`src/rtl/fetch_queue_stage_if.sv`:
```
// Instruction-memory request/response channel between the fetch stage and imem.
// Responses are in order and cannot be back-pressured.
interface fetch_queue_stage_if;
  logic        i_req_valid;
  logic        i_req_ready;
  logic [31:0] i_req_addr;
  logic        i_rsp_valid;
  logic [31:0] i_rsp_data;

  modport master (
    output i_req_valid, i_req_addr,
    input  i_req_ready, i_rsp_valid, i_rsp_data
  );

  modport slave (
    input  i_req_valid, i_req_addr,
    output i_req_ready, i_rsp_valid, i_rsp_data
  );
endinterface

```
`src/rtl/fetch_queue_stage.sv`:
```
// Fetch stage with a reservation queue decoupling PC generation from in-order imem.
// Optional FETCH_PERF_CNT_EN adds saturating squash/bubble performance counters.
module fetch_queue_stage #(
  parameter logic [31:0] BootVector = 32'h0000_0000,
  parameter int          Depth      = 4,
  parameter logic [31:0] NopInstr   = 32'h0000_0013
) (
  input  logic                clk,
  input  logic                reset,
  fetch_queue_stage_if.master mem,
  input  logic                halted,
  output logic [31:0]         instr_f,
  output logic [31:0]         pc_f,
  output logic [31:0]         pc4_f,
  output logic                valid_f,
  input  logic                stall,
  input  logic                flush,
  input  logic                jump_d,
  input  logic [31:0]         pc_imm_d,
  input  logic [1:0]          pc_sel_e,
  input  logic [31:0]         pc_imm_e,
  input  logic [31:0]         alsu_res_e,
`ifdef FETCH_PERF_CNT_EN
  output logic [31:0]         perf_squash_cnt,
  output logic [31:0]         perf_bubble_cnt,
`endif
  output logic                misaligned_pc
);
  localparam int PW = $clog2(Depth);
  localparam int CW = PW + 1;

  logic [31:0]    fetch_pc;
  logic [31:0]    pc_q   [Depth];
  logic [31:0]    data_q [Depth];
  logic [Depth-1:0] filled_q;
  logic [PW-1:0]  head;
  logic [PW-1:0]  tail;
  logic [PW-1:0]  fill_ptr;
  logic [CW-1:0]  count;
  logic [CW-1:0]  pending;
  logic [CW-1:0]  discard_cnt;

  logic        redirect;
  logic [31:0] raw_target;
  logic [31:0] target;
  logic        has_room;
  logic        req_fire;
  logic        rsp_fill;
  logic        rsp_drop;
  logic        head_valid;
  logic        deq;

  assign redirect      = jump_d | (pc_sel_e != 2'd0);
  assign raw_target    = (pc_sel_e == 2'd1) ? pc_imm_e :
                         (pc_sel_e[1]       ? alsu_res_e : pc_imm_d);
  assign target        = raw_target & ~32'd1;
  assign misaligned_pc = redirect & target[1];

  // Requests still in flight to be dropped count against capacity too
  assign has_room = ({1'b0, count} + {1'b0, discard_cnt}) < (CW+1)'(Depth);

  assign mem.i_req_valid = ~reset & ~halted & ~redirect & has_room;
  assign mem.i_req_addr  = fetch_pc;
  assign req_fire        = mem.i_req_valid & mem.i_req_ready;

  assign rsp_drop = mem.i_rsp_valid & (discard_cnt != '0);
  assign rsp_fill = mem.i_rsp_valid & (discard_cnt == '0);

  assign head_valid = (count != '0) & filled_q[head];
  assign deq        = head_valid & (~stall | flush);

  assign valid_f = head_valid;
  assign instr_f = head_valid ? data_q[head] : NopInstr;
  assign pc_f    = (count != '0) ? pc_q[head] : fetch_pc;
  assign pc4_f   = pc_f + 32'd4;

  always_ff @(posedge clk or posedge reset) begin
    if (reset) begin
      fetch_pc    <= BootVector;
      head        <= '0;
      tail        <= '0;
      fill_ptr    <= '0;
      count       <= '0;
      pending     <= '0;
      discard_cnt <= '0;
      filled_q    <= '0;
    end else if (redirect) begin
      // A same-cycle response retires one pending entry or one discard, never both
      fetch_pc    <= target;
      head        <= '0;
      tail        <= '0;
      fill_ptr    <= '0;
      count       <= '0;
      pending     <= '0;
      filled_q    <= '0;
      discard_cnt <= discard_cnt + pending - CW'(mem.i_rsp_valid);
    end else begin
      if (rsp_fill) begin
        filled_q[fill_ptr] <= 1'b1;
        fill_ptr           <= fill_ptr + PW'(1);
      end
      if (rsp_drop)
        discard_cnt <= discard_cnt - CW'(1);
      if (deq) begin
        filled_q[head] <= 1'b0;
        head           <= head + PW'(1);
      end
      if (req_fire) begin
        tail     <= tail + PW'(1);
        fetch_pc <= fetch_pc + 32'd4;
      end
      count   <= count + CW'(req_fire) - CW'(deq);
      pending <= pending + CW'(req_fire) - CW'(rsp_fill);
    end
  end

  always_ff @(posedge clk) begin
    if (req_fire)
      pc_q[tail] <= fetch_pc;
    if (rsp_fill)
      data_q[fill_ptr] <= mem.i_rsp_data;
  end

`ifdef FETCH_PERF_CNT_EN
  always_ff @(posedge clk or posedge reset) begin
    if (reset) begin
      perf_squash_cnt <= '0;
      perf_bubble_cnt <= '0;
    end else begin
      if (rsp_drop && !(&perf_squash_cnt))
        perf_squash_cnt <= perf_squash_cnt + 32'd1;
      if (!head_valid && !halted && !stall && !(&perf_bubble_cnt))
        perf_bubble_cnt <= perf_bubble_cnt + 32'd1;
    end
  end
`endif

endmodule
```
`src/flat_wrapper.sv`:
```
// flat-port wrapper written by rule: the top's interface ports become plain ports
module fetch_queue_stage_flat 
#(
  parameter logic [31:0] BootVector = 32'h0000_0000,
  parameter int          Depth      = 4,
  parameter logic [31:0] NopInstr   = 32'h0000_0013
)
  (clk, reset, halted, instr_f, pc_f, pc4_f, valid_f, stall, flush, jump_d, pc_imm_d, pc_sel_e, pc_imm_e, alsu_res_e, misaligned_pc, mem_i_req_valid, mem_i_req_addr, mem_i_req_ready, mem_i_rsp_valid, mem_i_rsp_data);
  fetch_queue_stage_if mem_i ();
  input  logic clk;
  input  logic reset;
  input  logic halted;
  output logic [31:0] instr_f;
  output logic [31:0] pc_f;
  output logic [31:0] pc4_f;
  output logic valid_f;
  input  logic stall;
  input  logic flush;
  input  logic jump_d;
  input  logic [31:0] pc_imm_d;
  input  logic [1:0] pc_sel_e;
  input  logic [31:0] pc_imm_e;
  input  logic [31:0] alsu_res_e;
  output logic misaligned_pc;
  output wire logic [$bits(mem_i.i_req_valid)-1:0] mem_i_req_valid;
  output wire logic [$bits(mem_i.i_req_addr)-1:0] mem_i_req_addr;
  input wire logic [$bits(mem_i.i_req_ready)-1:0] mem_i_req_ready;
  input wire logic [$bits(mem_i.i_rsp_valid)-1:0] mem_i_rsp_valid;
  input wire logic [$bits(mem_i.i_rsp_data)-1:0] mem_i_rsp_data;
  assign mem_i_req_valid = mem_i.i_req_valid;
  assign mem_i_req_addr = mem_i.i_req_addr;
  assign mem_i.i_req_ready = mem_i_req_ready;
  assign mem_i.i_rsp_valid = mem_i_rsp_valid;
  assign mem_i.i_rsp_data = mem_i_rsp_data;
  fetch_queue_stage #(.BootVector(BootVector), .Depth(Depth), .NopInstr(NopInstr)) u_core (.clk(clk), .reset(reset), .mem(mem_i), .halted(halted), .instr_f(instr_f), .pc_f(pc_f), .pc4_f(pc4_f), .valid_f(valid_f), .stall(stall), .flush(flush), .jump_d(jump_d), .pc_imm_d(pc_imm_d), .pc_sel_e(pc_sel_e), .pc_imm_e(pc_imm_e), .alsu_res_e(alsu_res_e), .misaligned_pc(misaligned_pc));
endmodule
```
`config.mk`:
```
export PLATFORM = sky130hd
export DESIGN_NAME = fetch_queue_stage_flat
export DESIGN_NICKNAME = d
export VERILOG_FILES = /design/src/rtl/fetch_queue_stage_if.sv /design/src/rtl/fetch_queue_stage.sv /design/src/flat_wrapper.sv
export SDC_FILE = /design/constraint.sdc
export NUM_CORES = 1
export LEC_CHECK = 0
export ABC_AREA = 1
export BUFFER_PORTS_ARGS = -buffer_cell sky130_fd_sc_hd__buf_2
export CAP_MARGIN = 30
export CORE_ASPECT_RATIO = 1.75
export CORE_UTILIZATION = 45
export CTS_BUF_LIST = sky130_fd_sc_hd__clkbuf_4 sky130_fd_sc_hd__clkbuf_8
export CTS_CLUSTER_DIAMETER = 30
export CTS_CLUSTER_SIZE = 10
export DETAILED_ROUTE_END_ITERATION = 8
export PLACE_DENSITY = 0.68
export SKIP_LAST_GASP = 1
export SLEW_MARGIN = 10
export SYNTH_ARGS = -nofsm -noshare
export SYNTH_HDL_FRONTEND = slang
export SYNTH_SLANG_ARGS = --single-unit
```
`constraint.sdc`:
```
create_clock -name clk -period 3.48 [get_ports clk]
set_clock_uncertainty 0.05 [all_clocks]
set_input_delay 0.348 -clock clk [delete_from_list [all_inputs] [get_ports clk]]
set_output_delay 0.348 -clock clk [all_outputs]
set_load 0.1 [all_outputs]
```
Word-level counts from Yosys, hierarchy flattened:

Memories as Yosys holds them, arrays and structs flattened.
Cells that the tools add are included.

* bitwise logic cells: 18
* muxes and demuxes: 30
* $lt $le $gt $ge: 5
* equality and inequality tests: 1
* reductions and logical operators: 10
* $add $sub $neg: 13

Operators by type and width (number)
* 32-bit two-way mux: 6
* 32-bit by 3-bit adder with 32-bit output, second input constant: 2
* 4-bit two-way mux: 4
* 2-bit two-way mux: 6
* 3-bit two-way mux: 4
* 2-bit nonzero test: 5
* 1-bit bitwise AND: 9
* 3-bit by 1-bit subtractor with 3-bit output: 3
* 1-bit two-way mux: 7
* 2-bit by 1-bit adder with 2-bit output, second input constant: 3
* 3-bit by 1-bit adder with 3-bit output: 2
* 2-bit by 3-bit less-than comparator with 1-bit output, second input constant: 2
* 3-bit nonzero test: 2
* 3-bit by 3-bit adder with 4-bit output: 1
* 4-bit bitwise AND: 1
* 1-bit demux with 2-bit select: 2
* 2-bit by 1-bit >= comparator with 1-bit output, second input constant: 2
* 4-bit by 3-bit less-than comparator with 1-bit output, second input constant: 1
* 1-bit inverter: 4
* 4-bit inverter: 1
* 4-bit OR: 1
* 3-bit adder: 1
* 3-bit logical NOT: 1
* 3-bit by 1-bit subtractor with 3-bit output, second input constant: 1
* other kinds (4): 6

* input bits: 138
* memory bits (writable): 256
* bits in registers: 51
* logic and storage cells: 87
* memories: 2

Memory list
* u_core.data_q: depth 4, width 32, read ports 1, clocked after Yosys merged registers in 0, write ports 1, line fetch_queue_stage.sv:34 `logic [31:0] data_q [Depth];`
* u_core.pc_q: depth 4, width 32, read ports 1, clocked after Yosys merged registers in 0, write ports 1, line fetch_queue_stage.sv:33 `logic [31:0] pc_q [Depth];`

Logic depth before layout (Yosys ltp):

Gate-level depths: netlist of the first run.

* depth after elaboration: 10
* depth in mapped cells: 17

Least setup slack after synthesis of the first run:

OpenSTA, ideal clock, no wires.

* kind: flip-flop to output port
* start point: register u_core.fetch_pc[2], in the netlist u_core.mem.i_req_addr[2]
* end point: output pc4_f[15]
* setup slack: -1.240 ns
* arrival: 4.322 ns
* data required time: 3.082 ns
* stages on the path, launching flop included: 8
* cells stage by stage: dfrtp_1 -> nand2_1 -> nand2_1 -> inv_2 -> nor2_4 -> nand2_1 -> nor2_4 -> xor2_1

* word-level cells in the longest chain between the ends: 2

RTL lines
* start: declaration: line fetch_queue_stage.sv:32 `logic [31:0] fetch_pc;`
* start signal: assignment: line fetch_queue_stage.sv:79 `fetch_pc <= BootVector;`
* start signal: assignment: line fetch_queue_stage.sv:89 `fetch_pc <= target;`
* start signal: assignment: line fetch_queue_stage.sv:110 `fetch_pc <= fetch_pc + 32'd4;`
* 32-bit two-way mux: line fetch_queue_stage.sv:74 `assign pc_f = (count != '0) ? pc_q[head] : fetch_pc;`
* via pc_f[2]: line flat_wrapper.sv:14 `output logic [31:0] pc_f;`
* 32-bit by 3-bit adder with 32-bit output: line fetch_queue_stage.sv:75 `assign pc4_f = pc_f + 32'd4;`
* end: declaration: line flat_wrapper.sv:15 `output logic [31:0] pc4_f;`

The timed path passes the listed nets, and every way through them passes these cells.

Worst setup path in the final report of the first run:

* start point: register u_core.head[0]
* end point: output pc4_f[8]

* word-level cells in the longest chain between the ends: 3

RTL lines
* start: declaration: line fetch_queue_stage.sv:36 `logic [PW-1:0] head;`
* start signal: assignment: line fetch_queue_stage.sv:106 `head <= head + PW'(1);`
* memory read 4 x 32 bit
* 32-bit two-way mux: line fetch_queue_stage.sv:74
* 32-bit by 3-bit adder with 32-bit output: line fetch_queue_stage.sv:75

Every way passes these cells.

==> results of run 1 <==
[repair_timing]
item / in CTS / in global routing
resized for setup: 29 / 59
hold buffers: 33 / 0
setup buffers: 7 / 6
hold endpoints to repair: 161 / 0
pin swaps: 3 / 7
endpoints found under the setup margin: 54 / 46
cloned: 0 / 0
[state kept, by name, summed over array words and instances (netlist names)]
register / count
u_core.filled_q: 4
u_core.pc_q: 124
u_core.fill_ptr: 2
u_core.data_q: 128
u_core.pending: 3
u_core.head: 2
u_core.tail: 2
u_core.discard_cnt: 3
u_core.count: 3
u_core.mem.i_req_addr: 31
[metal layers]
layer	track usage	part of all wire	vias to the layer above
li1	-	-	6514
met1	0.2708	0.35	6314
met2	0.4705	0.53	601
met3	0.04167	0.065	139
met4	0.1535	0.054	0
met5	0	0	-
[path summary, 6_finish.rpt]
| kind | depth (start not counted) | endpoint | startpoint | slack (ns) |
|---|---|---|---|---|
| max | 12 | pc4_f[8] | u_core.head[0]$_DFFE_PP0P_ | 0.09 |
| max reg2reg | 15 | u_core.count[2]$_DFF_PP0_ | u_core.head[0]$_DFFE_PP0P_ | 0.43 |
| max in group asynchronous | 4 | u_core.mem.i_req_addr[18]$_DFFE_PP0P_ | reset | 2.15 |
| min in group asynchronous | 3 | u_core.filled_q[2]$_DFF_PP0_ | reset | 0.44 |
| min | 5 | u_core.mem.i_req_addr[6]$_DFFE_PP0P_ | pc_imm_d[6] | 0.07 |
| min reg2reg | 2 | u_core.filled_q[3]$_DFF_PP0_ | u_core.filled_q[3]$_DFF_PP0_ | 0.49 |
[cell families after synthesis]
logic type / Yosys count
compound gates: 196
xor+xnor: 35
fa+ha+maj: 28
mux: 1
other cells: 1
buf+inv: 292
flops: 302
simple gates: 966
[cell usage after synthesis, drive strengths merged]
cell type / n / area (um2)
nand2: 539 / 2106
nor2: 253 / 1035
edfxtp: 252 / 7567
inv: 207 / 777.0
nand3: 141 / 720.7
o21ai: 92 / 464.2
a21oi: 71 / 359.1
buf: 55 / 350.3
dfrtp: 50 / 1251
xor2: 31 / 271.5
clkbuf: 29 / 108.9
ha: 25 / 312.8
nor3: 15 / 85.08
nand4: 13 / 81.33
a22oi: 12 / 90.09
o211ai: 8 / 60.06
or2: 4 / 25.02
xnor2: 4 / 35.03
fa: 3 / 60.06
o221ai: 3 / 26.28
o21bai: 2 / 15.01
o22ai: 2 / 12.51
a211oi: 1 / 7.510
a21boi: 1 / 7.510
a21o: 1 / 7.510
a31oi: 1 / 6.260
a32oi: 1 / 8.760
a41oi: 1 / 8.760
clkinv: 1 / 3.750
conb: 1 / 3.750
mux2: 1 / 11.26
nand3b: 1 / 7.510
[critical path, stage by stage (launching register included)]
cell and delay (ns):
dfrtp_4 0.50, buf_4 0.16, nand2_1 0.06, nand3_1 0.07, nand2_1 0.10, nand2_1 0.08
nand2_2 0.20, ha_2 0.32, nand2_4 0.13, nor2_4 0.19, buf_4 0.17, xor2_4 0.23
buf_12 0.21
[area by class of cell]
cell class                      instances  area [um2]  share of cell area
Sequential cell                       302        8831              0.4312
Multi-Input combinational cell       1229        6315              0.3083
Timing Repair Buffer                  347        3070              0.1499
Inverter                              208       787.0             0.03842
Clock buffer                           57       703.2             0.03433
Tap cell                              460       575.6             0.02810
Clock inverter                         16       197.7            0.009652
Antenna cell                            1       2.502           0.0001222
[power by group]
group	switching, mW	internal (mW)
sequential	0.168	4.09
combinational	1.94	0.777
clock	1.32	1.62
==> impl_metrics.tcl, run 1 <==
set metrics [dict create \
    synthAdderAreaFrac 0.02347 \
    ys_types 44 \
    via_per_inst 5.179 \
    slew_violations 0 \
    muxShareOfSynthArea 0.0007088 \
    groute.usage.overall 0.2573 \
    tns_ns 0 \
    finalSetupViolCount 0 \
    htree_levels 2 \
    cts_buffers 42 \
    synth_xor_area_frac 0.01930 \
    finalWirelength_um 45960 \
    drc 0 \
    grt_pass1_vias 13330 \
    fin_area_mm2 0.02048 \
    critPathKind "reg2out" \
    clk_latency_ns 0.56 \
    fp.dieW_um 144.0 \
    grt_antenna_before_repair 1 \
    crit_path_end_kind "output port" \
    worstPathArrival_ns 2.99 \
    holdCritPathClass "in2reg" \
    worstMarginPinSlew_ns 0.7895 \
    rsz0062_at_grt "yes" \
    layout_min_cycle_time_ns 3.392 \
    maxSlewHeadroom 0.4729 \
    dr.pass1.iters 5 \
    die_area_mm2 0.03609 \
    final_critical_path_setup_slack_ns 0.08782 \
    synth_compound_area_frac 0.06758 \
    grt_max_degree 53 \
    dpl.hpwl_um 32090 \
    io_pins 269 \
    fmax_mhz 294.8 \
    placed_cells 2500 \
    root_buffer "clkbuf_8" \
    cts.sinks 302 \
    most-common-layout-cells "494 x nand2_1, 252 x edfxtp_1, 216 x nor2_1" \
    worstPathRequired_ns 3.08 \
    syn-instance-count 1821 \
    io_buffers 262 \
    synth_seq_area_share 0.5551 \
    synth_top_family_by_area "simple AND/OR/NAND/NOR gates" \
    whs_ns 0.06924 \
    nNetsFinal 2296 \
    p_total_mw 9.920 \
    syn_area_per_cell_um2 8.724 \
    cp-start-kind "flip-flop" \
    timing.final.crit_share 0.9748 \
    drtAntennaViolNets 0 \
    syn_to_final_growth_pct 28.93 \
    synthSimpleGateAreaFrac 0.2556 \
    p_leak_nw 8.850 \
    fillers 2891 \
    final_cell_count_no_fill 2620 \
    cts_tree "yes" \
    ir_drop_v 0.0002702 \
    overflow 0 \
    via_count 13570 \
    cts_buffer_depth 3 \
    synth-seq-cells 302 \
    start_util 0.4595 \
    core_mm2 0.03457 \
    power_density_mw_per_mm2 484.3 \
    pre_cts_slack_ns 0.3031 \
    synth_area_mm2 0.01589 \
    drt_iter0_markers 892 \
    routedWlPerCell_um 17.54 \
    core.rowCount 90 \
    final_common_cell "nand2_1" \
    drive_gt1_frac 0.2409 \
    yosys_warnings 0 \
    finalHoldViolations 0 \
    fin_util 0.5925 \
    grt_pass1_wl_um 69990 \
    crit_fanout 5 \
    routabilityCongestion 0.9683 \
    cts.clk_slew.worst_paths_ns 0.07 \
    die_h_um 250.6 \
    status "finished clean" \
    maxCapViolCount 0 \
    postPlaceCellArea_mm2 0.01884 \
]
Note: power is estimated with default switching activity, not from simulation.
==> inputs of run 2 (changes only) <==
--- a/config.mk
+++ b/config.mk
@@ -9,12 +9,12 @@
 export BUFFER_PORTS_ARGS = -buffer_cell sky130_fd_sc_hd__buf_2
 export CAP_MARGIN = 30
 export CORE_ASPECT_RATIO = 1.75
-export CORE_UTILIZATION = 45
+export CORE_UTILIZATION = 30
 export CTS_BUF_LIST = sky130_fd_sc_hd__clkbuf_4 sky130_fd_sc_hd__clkbuf_8
 export CTS_CLUSTER_DIAMETER = 30
 export CTS_CLUSTER_SIZE = 10
 export DETAILED_ROUTE_END_ITERATION = 8
-export PLACE_DENSITY = 0.68
+export PLACE_DENSITY = 0.5
 export SKIP_LAST_GASP = 1
 export SLEW_MARGIN = 10
 export SYNTH_ARGS = -nofsm -noshare
==> impl_metrics.tcl, run 2 (same netlist as run 1, synthesis figures left out) <==
set metrics [dict create \
    largest_reg_flops 128 \
    power_density_mw_per_mm2 498.3 \
    overflow 0 \
    final_critical_path_setup_slack_ns 0.1134 \
    worstMarginPinSlew_ns 0.6969 \
    layout_min_cycle_time_ns 3.367 \
    top_register "u_core.data_q" \
    critPathKind "reg2out" \
    crit_fanout 6 \
    finalWirelength_um 51480 \
    holdCritPathClass "in2reg" \
    most-common-layout-cells "476 x nand2_1, 252 x edfxtp_1, 209 x nor2_1" \
    routedWlPerCell_um 17.85 \
    via_per_inst 4.657 \
    crit_path_end_kind "output port" \
    core_mm2 0.05236 \
    worstPathRequired_ns 3.08 \
    final_cell_count_no_fill 2884 \
    cp_slowest_cell "dfrtp_4" \
    cts.clk_slew.worst_paths_ns 0.07 \
    die_h_um 306.4 \
    dpl.hpwl_um 36090 \
    cts_buffer_depth 3 \
    drt_iter0_markers 649 \
    maxSlewHeadroom 0.5347 \
    groute.usage.overall 0.1889 \
    grt_pass1_wl_um 76520 \
    root_buffer "clkbuf_8" \
    core.rowCount 111 \
    drtAntennaViolNets 0 \
    slew_violations 0 \
    nNetsFinal 2329 \
    timing.final.crit_share 0.9674 \
    htree_levels 2 \
    whs_ns 0.05002 \
    fin_util 0.4094 \
    grt_antenna_before_repair 1 \
    cts.sinks 302 \
    placed_cells 2728 \
    status "finished clean" \
    grt_max_degree 65 \
    ir_drop_v 0.0003111 \
    io_pins 269 \
    drc 0 \
    slowest_delay_ns 0.53 \
    die_area_mm2 0.05392 \
    maxCapViolCount 0 \
    cts_buffers 51 \
    via_count 13430 \
    fmax_mhz 297.0 \
    pre_cts_slack_ns 0.1524 \
    clk_latency_ns 0.62 \
    path_cells "buf_4 > inv_6 > buf_4 > nand2_1 > nand3_1 > nand3_1 > nand2_2 > nor2_2 > nand2_1 > nor2_4 > buf_4 > nand4_1 > nand2_1 > buf_12" \
    finalHoldViolations 0 \
    start_util 0.3034 \
    cts_tree "yes" \
    routabilityCongestion 0.9045 \
    dr.pass1.iters 6 \
    grt_pass1_vias 13130 \
    syn_to_final_growth_pct 34.95 \
    cp-start-kind "flip-flop" \
    worstPathArrival_ns 2.97 \
    drive_gt1_frac 0.2707 \
    fp.dieW_um 176.0 \
    final_common_cell "nand2_1" \
    rsz0062_at_grt "yes" \
    finalSetupViolCount 0 \
    p_leak_nw 9.151 \
    io_buffers 262 \
]
[run 2: cell types whose count changed in the layout (fill, tap and decap cells not counted), moves of 4 or more]
| cell | previous run | this run |
|---|---|---|
| nand3_1 | 138 | 134 |
| clkbuf_4 | 26 | 21 |
| clkinv_2 | 3 | 9 |
| clkbuf_8 | 44 | 54 |
| nand2_2 | 31 | 46 |
| inv_6 | 2 | 7 |
| buf_2 | 175 | 171 |
| nor2_4 | 19 | 24 |
| buf_12 | 62 | 67 |
| nand3_2 | 2 | 6 |
| nand2_1 | 494 | 476 |
| nor2_1 | 216 | 209 |
| buf_4 | 54 | 79 |
[run 2: stage by stage]
stage	instance area, um2	setup TNS [ns]	total power, mW
after floorplan	16190	-6.800	6.065
final	21440	0	10.68
after global placement	19270	0	7.015
after global routing	21440	-0.2724	11.07
after CTS	21080	-0.01611	10.75
after detailed placement	19270	0	7.044
[run 2: power by group]
| part | internal, mW | switching [mW] | total, mW | leakage [nW] |
|---|---|---|---|---|
| combinational | 0.819 | 1.98 | 2.80 | 5.67 |
| clock | 2.03 | 1.59 | 3.62 | 0.596 |
| sequential | 4.09 | 0.178 | 4.26 | 2.89 |
| total | 6.94 | 3.74 | 10.7 | 9.15 |
[run 2: what timing repair did]
item | 4_1_cts | 5_1_grt
setup endpoints to repair | 57 | 36
hold endpoints to repair | 151 | 0
resized for setup | 51 | 75
pin swaps | 9 | 14
gates cloned | 1 | 1
hold buffers | 33 | 0
buffers inserted | 12 | 13
[run 2: routing by layer]
| layer | vias to the layer above | wire [um] | track usage |
|---|---|---|---|
| met5 | - | 0 | 0 |
| met4 | 0 | 2609 | 0.09545 |
| met3 | 106 | 2400 | 0.02741 |
| met2 | 426 | 26590 | 0.3458 |
| met1 | 6294 | 19880 | 0.2095 |
| li1 | 6605 | - | - |
[run 2: area by class of cell]
type	instances	area (um2)
diodes	1	2.502
fillers	5115	30920
clock inverters	32	361.6
well taps	678	848.3
clock buffers	63	810.8
repair buffers	370	3321
multi-input cells	1229	6449
repair inverters	1	8.758
inverters	208	805.8
flip-flops and latches	302	8831
[run 2: final timing paths]
check,start,endpoint,slack (ns),cells past startpoint
min in group asynchronous,reset,u_core.discard_cnt[1]$_DFFE_PP0P_,0.28,3
max reg2reg,u_core.head[0]$_DFFE_PP0P_,u_core.count[2]$_DFF_PP0_,0.43,13
min,pc_imm_d[7],u_core.mem.i_req_addr[7]$_DFFE_PP0P_,0.05,5
min reg2reg,u_core.filled_q[0]$_DFF_PP0_,u_core.filled_q[0]$_DFF_PP0_,0.48,2
max in group asynchronous,reset,u_core.mem.i_req_addr[5]$_DFFE_PP0P_,2.23,4
max,u_core.head[0]$_DFFE_PP0P_,pc4_f[25],0.11,14
[run 2: worst max-delay path: cells and delay by family, from the launching register on]
kind | cells | cell delay (ns)
DFF | 1 | 0.53
buffers and inverters | 5 | 0.72
and+or+nand+nor | 9 | 1.09
